===== config.mk =====
export PLATFORM = sky130hd
export DESIGN_NAME = uart_tx
export DESIGN_NICKNAME = d
export VERILOG_FILES = /design/src/rtl/uart_pkg.sv /design/src/rtl/uart_baud_gen.sv /design/src/rtl/uart_tx.sv
export SDC_FILE = /design/constraint.sdc
export NUM_CORES = 1
export LEC_CHECK = 0
export BUFFER_PORTS_ARGS = -buffer_cell sky130_fd_sc_hd__buf_4
export CORE_ASPECT_RATIO = 1.5
export CORE_MARGIN = 2
export CORE_UTILIZATION = 41
export CTS_CLUSTER_DIAMETER = 120
export CTS_CLUSTER_SIZE = 25
export DETAILED_ROUTE_END_ITERATION = 8
export PLACE_DENSITY_LB_ADDON = 0.1
export SYNTH_ARGS = -nofsm -noshare
export SYNTH_HDL_FRONTEND = slang
export SYNTH_SLANG_ARGS = --single-unit

===== constraint.sdc =====
create_clock -name clock -period 3.5 [get_ports clock]
set_input_delay 0.7 -clock clock [delete_from_list [all_inputs] [get_ports clock]]
set_output_delay 0.7 -clock clock [all_outputs]
set_load 0.01 [all_outputs]

===== src/rtl/uart_pkg.sv =====
// uart_pkg: shared types and helpers for the UART transmitter.
//   uart_tx_state_t : transmitter FSM states
//   bit_ticks()     : clocks per bit, rounded to nearest
package uart_pkg;
    typedef enum logic [1:0] {IDLE, START, DATA, STOP} uart_tx_state_t;

    function automatic int bit_ticks(int clk, int baud);
        return (clk + baud / 2) / baud;
    endfunction
endpackage


===== src/rtl/uart_baud_gen.sv =====
// uart_baud_gen: free-running bit-period counter with synchronous clear.
//   clk_i   in  system clock
//   rst_i   in  asynchronous active-high reset
//   clear_i in  hold counter at zero
//   tick_o  out one-cycle pulse while count equals Ticks-1
module uart_baud_gen #(
    parameter int Ticks = 5208
) (
    input  logic clk_i,
    input  logic rst_i,
    input  logic clear_i,
    output logic tick_o
);
    localparam int W = $clog2(Ticks);

    logic [W-1:0] cnt_q, cnt_d;

    assign tick_o = cnt_q == W'(Ticks - 1);

    always_comb cnt_d = (clear_i || tick_o) ? '0 : cnt_q + W'(1);

    always_ff @(posedge clk_i or posedge rst_i) begin
        if (rst_i) cnt_q <= '0;
        else       cnt_q <= cnt_d;
    end
endmodule


===== src/rtl/uart_tx.sv =====
// uart_tx: transmit-only UART, 8N(Stop) frames, level request with back-to-back streaming.
//   clock in  system clock, rising edge
//   reset in  asynchronous active-high reset
//   data  in  word to send, sampled at frame start
//   reptx in  transmit request level; frames repeat while high
//   txd   out serial line, idles high
//   cts   out high exactly while idle
module uart_tx
    import uart_pkg::*;
#(
    parameter int Clock = 50000000,
    parameter int Baud  = 9600,
    parameter int Stop  = 1
) (
    input  logic       clock,
    input  logic       reset,
    input  logic [7:0] data,
    input  logic       reptx,
    output logic       txd,
    output logic       cts
);
    localparam int BitTicks = bit_ticks(Clock, Baud);

    generate
        if (BitTicks < 2 || Stop < 1 || Stop > 8) begin : g_bad_params
            $error("uart_tx: BitTicks must be >= 2 and Stop in 1..8");
        end
    endgenerate

    uart_tx_state_t state_q, state_d;
    logic [7:0]     shreg_q, shreg_d;
    logic [2:0]     bit_q, bit_d;
    logic [2:0]     stop_q, stop_d;
    logic           txd_q, txd_d;
    logic           cts_q, cts_d;
    logic           tick;

    // The counter is held at zero while idle so the start bit gets a full period.
    uart_baud_gen #(.Ticks(BitTicks)) u_baud (
        .clk_i   (clock),
        .rst_i   (reset),
        .clear_i (state_q == IDLE),
        .tick_o  (tick)
    );

    always_comb begin
        state_d = state_q;
        shreg_d = shreg_q;
        bit_d   = bit_q;
        stop_d  = stop_q;
        if (state_q == IDLE) begin
            if (reptx) begin
                state_d = START;
                shreg_d = data;
            end
        end else if (tick) begin
            if (state_q == START) begin
                state_d = DATA;
                bit_d   = '0;
            end else if (state_q == DATA) begin
                shreg_d = shreg_q >> 1;
                if (bit_q == 3'd7) begin
                    state_d = STOP;
                    stop_d  = '0;
                end else begin
                    bit_d = bit_q + 3'd1;
                end
            end else if (stop_q == 3'(Stop - 1)) begin
                // Streaming: reload and restart with no idle gap.
                state_d = reptx ? START : IDLE;
                shreg_d = reptx ? data : shreg_q;
            end else begin
                stop_d = stop_q + 3'd1;
            end
        end
        // Outputs are computed from the next state so they come straight from flops.
        txd_d = state_d == START ? 1'b0 : state_d == DATA ? shreg_d[0] : 1'b1;
        cts_d = state_d == IDLE;
    end

    always_ff @(posedge clock or posedge reset) begin
        if (reset) begin
            state_q <= IDLE;
            shreg_q <= '0;
            bit_q   <= '0;
            stop_q  <= '0;
            txd_q   <= 1'b1;
            cts_q   <= 1'b1;
        end else begin
            state_q <= state_d;
            shreg_q <= shreg_d;
            bit_q   <= bit_d;
            stop_q  <= stop_d;
            txd_q   <= txd_d;
            cts_q   <= cts_d;
        end
    end

    assign txd = txd_q;
    assign cts = cts_q;
endmodule


### After elaboration in Yosys (flattened, before gate mapping)

Index checks and enable logic that the tools add are counted.

| word-level totals | value |
|---|---|
| word-level logic and storage cells | 56 |
| bits of input ports | 11 |
| output and inout port bits | 2 |
| bits in registers | 31 |

| cells by class | value |
|---|---|
| muxes and demuxes | 23 |
| bitwise gates (word level) | 2 |
| reduce and logical (&&, ||, !) cells | 10 |
| $add $sub $neg | 3 |
| eq/ne operators | 10 |

Operator list:

| kind | count |
|---|---|
| $mux 8 | 6 |
| $mux 3 | 6 |
| $mux 2 | 7 |
| $add 13x1->13 const B | 1 |
| $eq 13x13->1 const B | 1 |
| $mux 13 | 1 |
| $add 3x1->3 const B | 2 |
| $reduce_and 5->1 | 1 |
| $eq 2x1->1 const B | 2 |
| $eq 2x2->1 const B | 2 |
| $logic_not 2->1 | 2 |
| $ne 2x1->1 const B | 2 |
| $ne 2x2->1 const B | 2 |
| $reduce_and 4->1 | 1 |
| $reduce_bool 2->1 | 2 |
| $eq 3x3->1 const B | 1 |
| $logic_not 3->1 | 1 |
| $mux 1 | 3 |
| $reduce_and 3->1 | 1 |
| $reduce_bool 3->1 | 1 |
| $not 1->1 | 2 |
| $logic_or 1x1->1 | 1 |

### Longest topological paths before layout

Gate-level depths: netlist (run 1).

| depth | value |
|---|---|
| word-level depth | 9 |
| mapped depth | 8 |
| gate-level depth less buffers | 7 |

### By module

From an unflattened synthesis (run 1), not the netlist that was laid out.

| second synthesis, totals | value |
|---|---|
| cells, all modules | 172 |
| area total of the unflattened synthesis | 1,689.1 um2 |

By module, submodules not included:

| module | times used | cells an instance | area an instance (um2) | sequential area each (um2) |
|---|---|---|---|---|
| uart_tx | 1 | 107 | 1,033.5 | 452.9 |
| uart_baud_gen | 1 | 65 | 655.6 | 325.3 |

### Worst setup path before layout (run 1)

Ideal clock, no wire load.

| timing | value |
|---|---|
| kind | register to register |
| start point | reg u_baud.cnt_q[5] |
| end point | reg bit_q[0] |
| library setup time | 128 ps |
| path buffers | 1 |
| setup slack | 1,335 ps |
| cell stages (with the launch flop) | 6 |
| period minus slack after synthesis | 2,165 ps |
| data arrival time | 2,037 ps |
| data required time | 3,372 ps |
| cell sequence | dfrtp_1 or4b_4 or3_1 buf_2 nor3_2 mux2_1 |

| between the ends | value |
|---|---|
| word-level cells in the longest chain between the ends | 2 |

RTL lines:

| what | line | RTL |
|---|---|---|
| start: declaration | uart_baud_gen.sv:16 | `logic [W-1:0] cnt_q, cnt_d;` |
| start signal: assignment | uart_baud_gen.sv:24 | `else cnt_q <= cnt_d;` |
| $eq 13x13->1 | uart_baud_gen.sv:18 | `assign tick_o = cnt_q == W'(Ticks - 1);` |
| $reduce_and 4->1 (no source line) | n/a |  |
| end signal: assignment | uart_tx.sv:92 | `bit_q <= bit_d;` |
| end: declaration | uart_tx.sv:32 | `logic [2:0] bit_q, bit_d;` |

Every way passes these cells.
A chain may end at the register's enable or synchronous reset.

### Final worst setup path (run 1)

| timing | value |
|---|---|
| start point | reg state_q[1] |
| end point | reg shreg_q[6] |

| between the ends | value |
|---|---|
| word-level cells in the longest chain between the ends | 5 |
| elaborated cells between the ends (all ways) | 11 |
| those cells by class | eq/ne (3); mux (4); reduce/logical (4) |

RTL lines:

| what | line | RTL |
|---|---|---|
| start: declaration | uart_tx.sv:30 | `uart_tx_state_t state_q, state_d;` |
| start signal: assignment | uart_tx.sv:90 | `state_q <= state_d;` |
| $eq 2x2->1 | uart_tx.sv:60 | `end else if (state_q == DATA) begin` |
| $mux 8 | uart_tx.sv:60 |  |
| $mux 8 | uart_tx.sv:57 | `if (state_q == START) begin` |
| $mux 8 | uart_tx.sv:56 | `end else if (tick) begin` |
| $mux 8 | uart_tx.sv:51 | `if (state_q == IDLE) begin` |
| end signal: assignment | uart_tx.sv:91 | `shreg_q <= shreg_d;` |
| end: declaration | uart_tx.sv:31 | `logic [7:0] shreg_q, shreg_d;` |

Parallel ways exist; a longest one is shown, timed or not. The select of a mux whose other input is x is not followed.

==> results by group, run 1 <==
Final layout
  • Fin nets: 225
  • Fraction of final layout cells sized beyond drive strength 1: 14.5%
  • Register area: 778 sq um
  • P&R area growth vs syn: 12.6%
  • Multi-input logic area: 925 sq um
  • Diode count: 0
  • Fill count: 397

Detailed routing
  • Post-route DRC: 0
  • ANT nets after route: 0
  • Max Used Layer: met4
  • Initial drt markers: 62
  • Routed length per instance: 14.7 um
  • Total Wirelength: 3710 um
  • Total number of vias: 1369
  • Routed met3 length: 116 um
  • Met2 WL: 1920 um
  • DR pass1 iterations: 4
  • Avg Vias per Cell: 5.41
  • Met1 wire length: 1590 um

Global routing
  • Vias in the first global route: 1461
  • GRT Total Usage: 17.4%
  • Pin count of the biggest net entering global routing: 23
  • First-pass GRT wire length: 6600 um
  • Gr ovfl total: 0
  • Initial antenna violation count: 0

CTS
  • Post-CTS Setup Inserts: 0
  • Root Driver: clkbuf_8
  • CTS Sinks: 31
  • PostCTS Resize Cnt: 0
  • Clock-pin slew on the worst setup and hold paths: 60 ps
  • Clock Path Buffers: 2
  • CTS H-tree depth: 2
  • CTS hold repair buffers: 0
  • Clock latency on the worst-skew pair: 290 ps
  • CTS tree: done
  • Total CTS buffers: 5

Min path
  • WHS Path Cells: 1
  • Hold endpoint: shreg_q[7]
  • Worst Hold Launch: shreg_q[7]
  • Worst hold path class: reg -> reg

Power and ir drop
  • P_sw: 0.151 mW
  • Switching share of power: 22.1%
  • Combinational power share: 4.5%
  • Flop pwr share: 52.9%
  • Clock group share of total power: 42.6%
  • Maximum vdd drop: 275 uV
  • Leak: 0.907 nW
  • Power Density: 341 nW/um^2
  • Int Pwr: 0.534 mW

Critical path
  • Reg-to-Reg Start: state_q[1]
  • Critical path fanouts, max: 10
  • Critical Path Source: state_q[1]
  • RR Endpoint: shreg_q[6]
  • Reg2reg path depth: 7
  • Arr. time, crit path: 2540 ps
  • R2r setup slk: 1170 ps
  • Setup crit end kind: register
  • Required time worst endpoint: 3720 ps
  • Critical Setup Path Class: reg -> reg
  • Crit start category: register

Synth
  • Synthesis Warnings: 0
  • Post-Syn Area per Cell: 9.29 sq um
  • Ys flop type: dfrtp_1
  • Syn_nets: 211
  • Syn Inst Count: 192
  • Area of the mapped netlist: 1780 sq um
  • EDFF count, synth: 0
  • Ys async rst share: 100%
  • Cell variety after synth: 48
  • Post-synthesis sequential area ratio: 43.6%
  • Seq cells post-synth: 31

Timing
  • Endpoints failing setup: 0
  • Relative slew slack: 43.1%
  • Hold Violations, Final: 0
  • RSZ-0062 raised after global routing: false
  • Clock skew: 12.1 ps
  • WHS: 511 ps
  • Fmax: 0.430 GHz
  • Period Utilization, post-route: 66.4%
  • Worst-Margin Slew: 853 ps
  • Max-slew violation count: 0
  • Min cycle time layout: 2330 ps
  • Setup_tns: 0 ps

Flow run
  • Max_cap viols: 0

Floorplan
  • I/O pins: 13
  • Core area: 4210 sq um
  • Die area: 4910 sq um
  • Die height: 84.8 um
  • Standard-cell rows: 29
  • Starting Density: 42.4%
  • Die W: 57.9 um

Status
  • Status: complete, no violations

Placed design
  • Hpwl dp: 2700 um
  • GPL Wtd Cong: 0.834
  • Port buffer count: 12
[cells in the mapped netlist (3+ instances only)]
cell type  number  share of area (%)
nor3_1          4                1.1
xor2_1          3                1.5
nand3_1         5                1.4
o21ai_1         5                1.4
clkbuf_1        4               0.84
nor2_1         23                4.8
a211oi_1        3                1.3
o21ai_0         6                1.7
and3_1          3                1.1
a21oi_1        15                4.2
xnor2_1         6                2.9
nand2_1        12                2.5
or3_1           4                1.4
o22a_1          3                1.5
ha_1            8                5.6
inv_1          14                2.9
dfrtp_1        29                 41
nor2b_1         3                1.1
nand2b_1        3                1.1
mux2i_1         5                2.8
[kinds of logic (layout without fill, tap and decap cells)]
| kind of cell | after synthesis | count (layout) | synth area share [%] |
|---|---|---|---|
| AND/OR/NAND/NOR | 73 | 73 | 22.3 |
| AO/OA/AOI/OAI | 43 | 43 | 15.4 |
| flip-flops | 31 | 31 | 43.6 |
| adder cells (fa/ha/maj) | 8 | 8 | 5.61 |
| XOR/XNOR | 9 | 9 | 4.42 |
| buffers and inverters | 21 | 36 | 4.56 |
| multiplexers | 7 | 7 | 4.07 |
[critical path: stages (launching register included)]
cell and delay, ps:
dfrtp_1 430, inv_1 160, ha_1 450, inv_1 230, o31ai_1 170, o21ai_1 320
or2_1 350, o21ai_1 140
[sequential cells by signal, indices dropped and copies added (netlist names)]
register and cells:
stop_q 3, shreg_q 8, u_baud.cnt_q 13, cts 1
txd 1, bit_q 3, state_q 2
[power groups by stage]
stage               Combinational (mW)  Clock (mW)  Sequential, mW
finish                          0.0306       0.292           0.362
CTS                             0.0312       0.305           0.362
floorplan                       0.0171           0           0.368
detailed placement              0.0311           0           0.369
global route                    0.0351       0.315           0.362
global placement                0.0306           0           0.368
[metrics by stage]
step                      setup WS (ps)  total power [mW]  utilization [%]  std cells  area, sq um
after floorplan                    1340             0.385                -        192         1780
after global placement             1260             0.399             45.6        245         1920
after detailed placement           1210             0.400             45.6        245         1920
after CTS                          1190             0.698             47.7        253         2010
after global routing                985             0.712             47.7        253         2010
final                              1170             0.684             47.7        253         2010
[metal layers]
metal	track usage, %	vias up
met1	19.5	648
met4	8.25	0
met5	0	-
li1	-	693
met2	30.6	21
met3	3.70	7
[cells in the final DEF (no fill, tap or decap), types with 2 or more instances in the layout]
cell type and count:
mux2i_1 5, or3_1 4, dfrtp_1 29, nor2_1 23, o22a_1 3, inv_1 14
dfstp_2 2, xor2_1 3, and2_1 2, a211oi_1 3, xnor2_1 6, nor3_1 4
nand3b_1 2, clkbuf_8 6, o21ai_1 5, and3_1 3, o31ai_1 2, a21oi_1 15
buf_4 14, nand2b_1 3, nor4_2 2, nor2b_1 3, o21ai_0 6, ha_1 8
nand3_1 5, nand2_1 12
[final cells by class]
type,instances,area share [%]
inverter,14,2.62
sequential,31,38.7
clock buffer,7,4.30
multi-input combinational,140,46.0
timing repair buffer,14,5.23
clock inverter,1,0.249
tap,46,2.86
[how the worst max path moves through the flow]
| stage | to | slack (ps) | cells past startpoint |
|---|---|---|---|
| floorplan | bit_q[0] | 1340 | 5 |
| global placement | bit_q[0] | 1260 | 4 |
| detailed placement | shreg_q[6] | 1210 | 7 |
| CTS | shreg_q[6] | 1190 | 7 |
| global route | shreg_q[2] | 990 | 7 |
| finish | shreg_q[6] | 1170 | 7 |
Note: power is estimated with default switching activity, not from simulation.
==> inputs of run 2 (changes only) <==
- ABC_AREA: unset -> 1
- clock period: 3.5 -> 2.11 ns (I/O delays scaled with it)
==> run 2 against run 1 <==
Clock power rose by 110%; critical endpoint is now cts; count of clock-buffer cells in the layout down 1; largest cell class unchanged; worst setup slack got worse by 970 ps; highest routed layer unchanged; sequential share of layout area decreased by 3.7 points; cell area up 11%; fmax up 22%.
==> results by group, run 2 <==
Floorplan
  • Die W: 60.1 um
  • Standard-cell rows: 30
  • I/O pins: 13
  • Die height: 88.1 um
  • Core area: 4540 sq um
  • Die area: 5290 sq um
  • Starting Density: 42.6%

Synth
  • Share of the synthesized area in the top cell type: 37.5%
  • Post-Syn Area per Cell: 7.44 sq um
  • Synth cell count leaders: nand2_1 (66), nor2_1 (31), inv_1 (30), dfrtp_1 (29), o21ai_0 (22)
  • Area of the mapped netlist: 1930 sq um
  • Cell variety after synth: 30
  • Largest cells by area after synthesis: dfrtp_1 (38%), nand2_1 (13%), nor2_1 (6.0%)
  • Ys async rst share: 100%
  • Ys flop type: dfrtp_1
  • Cell with the most instances after synthesis: nand2_1
  • Syn_nets: 279
  • EDFF count, synth: 0
  • Seq cells post-synth: 31
  • Cell taking the most area after synthesis: dfrtp_1
  • Synthesis Warnings: 0
  • Post-synthesis sequential area ratio: 40.2%
  • Syn Inst Count: 260

Detailed routing
  • Initial drt markers: 37
  • Post-route DRC: 0
  • ANT nets after route: 0
  • Total number of vias: 1644
  • Routed length per instance: 12.2 um
  • DR pass1 iterations: 4
  • Avg Vias per Cell: 4.79
  • Total Wirelength: 4200 um

Global routing
  • Vias in the first global route: 1614
  • Initial antenna violation count: 0
  • GRT Total Usage: 18.2%
  • First-pass GRT wire length: 7110 um
  • Pin count of the biggest net entering global routing: 32
  • Gr ovfl total: 0

CTS
  • Clock latency on the worst-skew pair: 280 ps
  • Total CTS buffers: 5
  • CTS hold repair buffers: 0
  • Post-CTS Setup Inserts: 0
  • Root Driver: clkbuf_8
  • CTS H-tree depth: 2
  • Clock Path Buffers: 2
  • CTS Sinks: 31
  • PostCTS Resize Cnt: 0
  • CTS tree: done
  • Clock-pin slew on the worst setup and hold paths: 70 ps

Power and ir drop
  • Maximum vdd drop: 396 uV
  • Leak: 1.14 nW
  • Power Density: 568 nW/um^2

Final layout
  • Diode count: 0
  • P&R area growth vs syn: 14.8%
  • Leading cell type in the layout, fill and taps excluded: nand2_1
  • Most flop-heavy register: u_baud.cnt_q
  • Commonest cells after routing, fill and taps aside: nand2_1 (66), nor2_1 (31), inv_1 (29), dfrtp_1 (29), o21ai_0 (22)
  • Fill count: 469
  • Fin cells: 343
  • Number of flip-flops in the largest register: 13
  • Fin nets: 297
  • Fraction of final layout cells sized beyond drive strength 1: 18.6%
  • Largest regs: u_baud.cnt_q x13, shreg_q x8

Critical path
  • Reg2reg path depth: 10
  • Critical Setup Path Class: reg -> reg
  • Setup crit end kind: register
  • Required time worst endpoint: 2320 ps
  • Arr. time, crit path: 2120 ps
  • Critical path fanouts, max: 10
  • Crit start category: register

Placed design
  • Hpwl dp: 3230 um
  • Port buffer count: 12
  • Placed Cells: 335
  • GPL Wtd Cong: 0.870

Timing
  • Relative slew slack: 72.5%
  • Fmax: 0.526 GHz
  • Clock skew: 3.56 ps
  • Min cycle time layout: 1900 ps
  • Endpoints failing setup: 0
  • RSZ-0062 raised after global routing: false
  • Max-slew violation count: 0
  • Setup_tns: 0 ps
  • Hold Violations, Final: 0
  • Worst-Margin Slew: 412 ps
  • Period Utilization, post-route: 90.2%

Status
  • Status: complete, no violations

Min path
  • Worst hold path class: in -> async

Flow run
  • Max_cap viols: 0
## run 2: changes by cell type after synthesis, sizes merged, moves of 4 or more
cell,delta
mux2i,-5
nand2,+58
nand3,+15
inv,+23
or3,-4
a21oi,-4
xnor2,-6
nor2,+13
nor3,+5
o21ai,+15
## run 2: area by class of cell
cell class | count | area, sq um | area share (%)
Clock inverter | 2 | 35.0 | 1.58
Clock buffer | 6 | 82.6 | 3.72
Tap cell | 64 | 80.1 | 3.61
Sequential cell | 31 | 778 | 35.0
Inverter | 37 | 141 | 6.37
Timing Repair Buffer | 13 | 97.6 | 4.39
Multi-Input combinational cell | 190 | 1010 | 45.3
## run 2: layer usage
metal	vias to the layer above	global-route usage, %	routed length [um]
met3	10	3.99	83
met2	17	33.0	2250
met4	0	7.27	95
li1	873	-	-
met1	744	19.8	1770
met5	-	0	0
## run 2: kinds of logic (layout without fill, tap and decap cells)
group	Yosys count	after routing	share of synthesized area, %
adders and majority gates	8	8	5.17
AOI/OAI and AO/OA	42	42	13.4
xor gates and xnor gates	1	1	0.453
buffers and inverters	39	58	7.76
DFF	31	31	40.2
and+or+nand+nor	139	139	33.0
## run 2: stage by stage
stage / power, mW / setup WS, ps / hold WS (ps) / utilization [%] / area (sq um)
4_1_cts: 1.28 / 174 / 237 / 48.9 / 2220
5_1_grt: 1.31 / 11.5 / 253 / 48.9 / 2220
3_3_place_gp: 0.663 / 169 / 451 / 46.3 / 2100
6_report: 1.26 / 207 / 219 / 48.9 / 2220
3_5_place_dp: 0.663 / 198 / 463 / 46.3 / 2100
2_1_floorplan: 0.638 / 535 / 432 / - / 1930
## run 2: final timing paths
kind,startpoint,end,slack (ps)
worst max-delay path,state_q[0],cts,210
worst min-delay path,reset,bit_q[1],220
worst max register to register,state_q[0],cts,210
worst min register to register,u_baud.cnt_q[0],u_baud.cnt_q[0],460
max in group asynchronous,reset,txd,1560
min in group clock,u_baud.cnt_q[0],u_baud.cnt_q[0],460
## run 2: worst max-delay path: stages (launching register included)
cell	delay [ps]
dfrtp_1	420
inv_1	180
ha_1	280
inv_2	130
nor2_1	140
nand2_1	70
a21oi_1	170
nor2_1	80
a21oi_2	160
inv_1	70
nor2_1	130
## run 2: report_power, final
group / internal, mW / leakage (nW) / switching [mW] / total, mW
clock network: 0.382 / 0.0612 / 0.230 / 0.612
logic: 0.0221 / 0.721 / 0.0316 / 0.0537
registers: 0.596 / 0.363 / 0.000473 / 0.596
total: 1.00 / 1.14 / 0.262 / 1.26
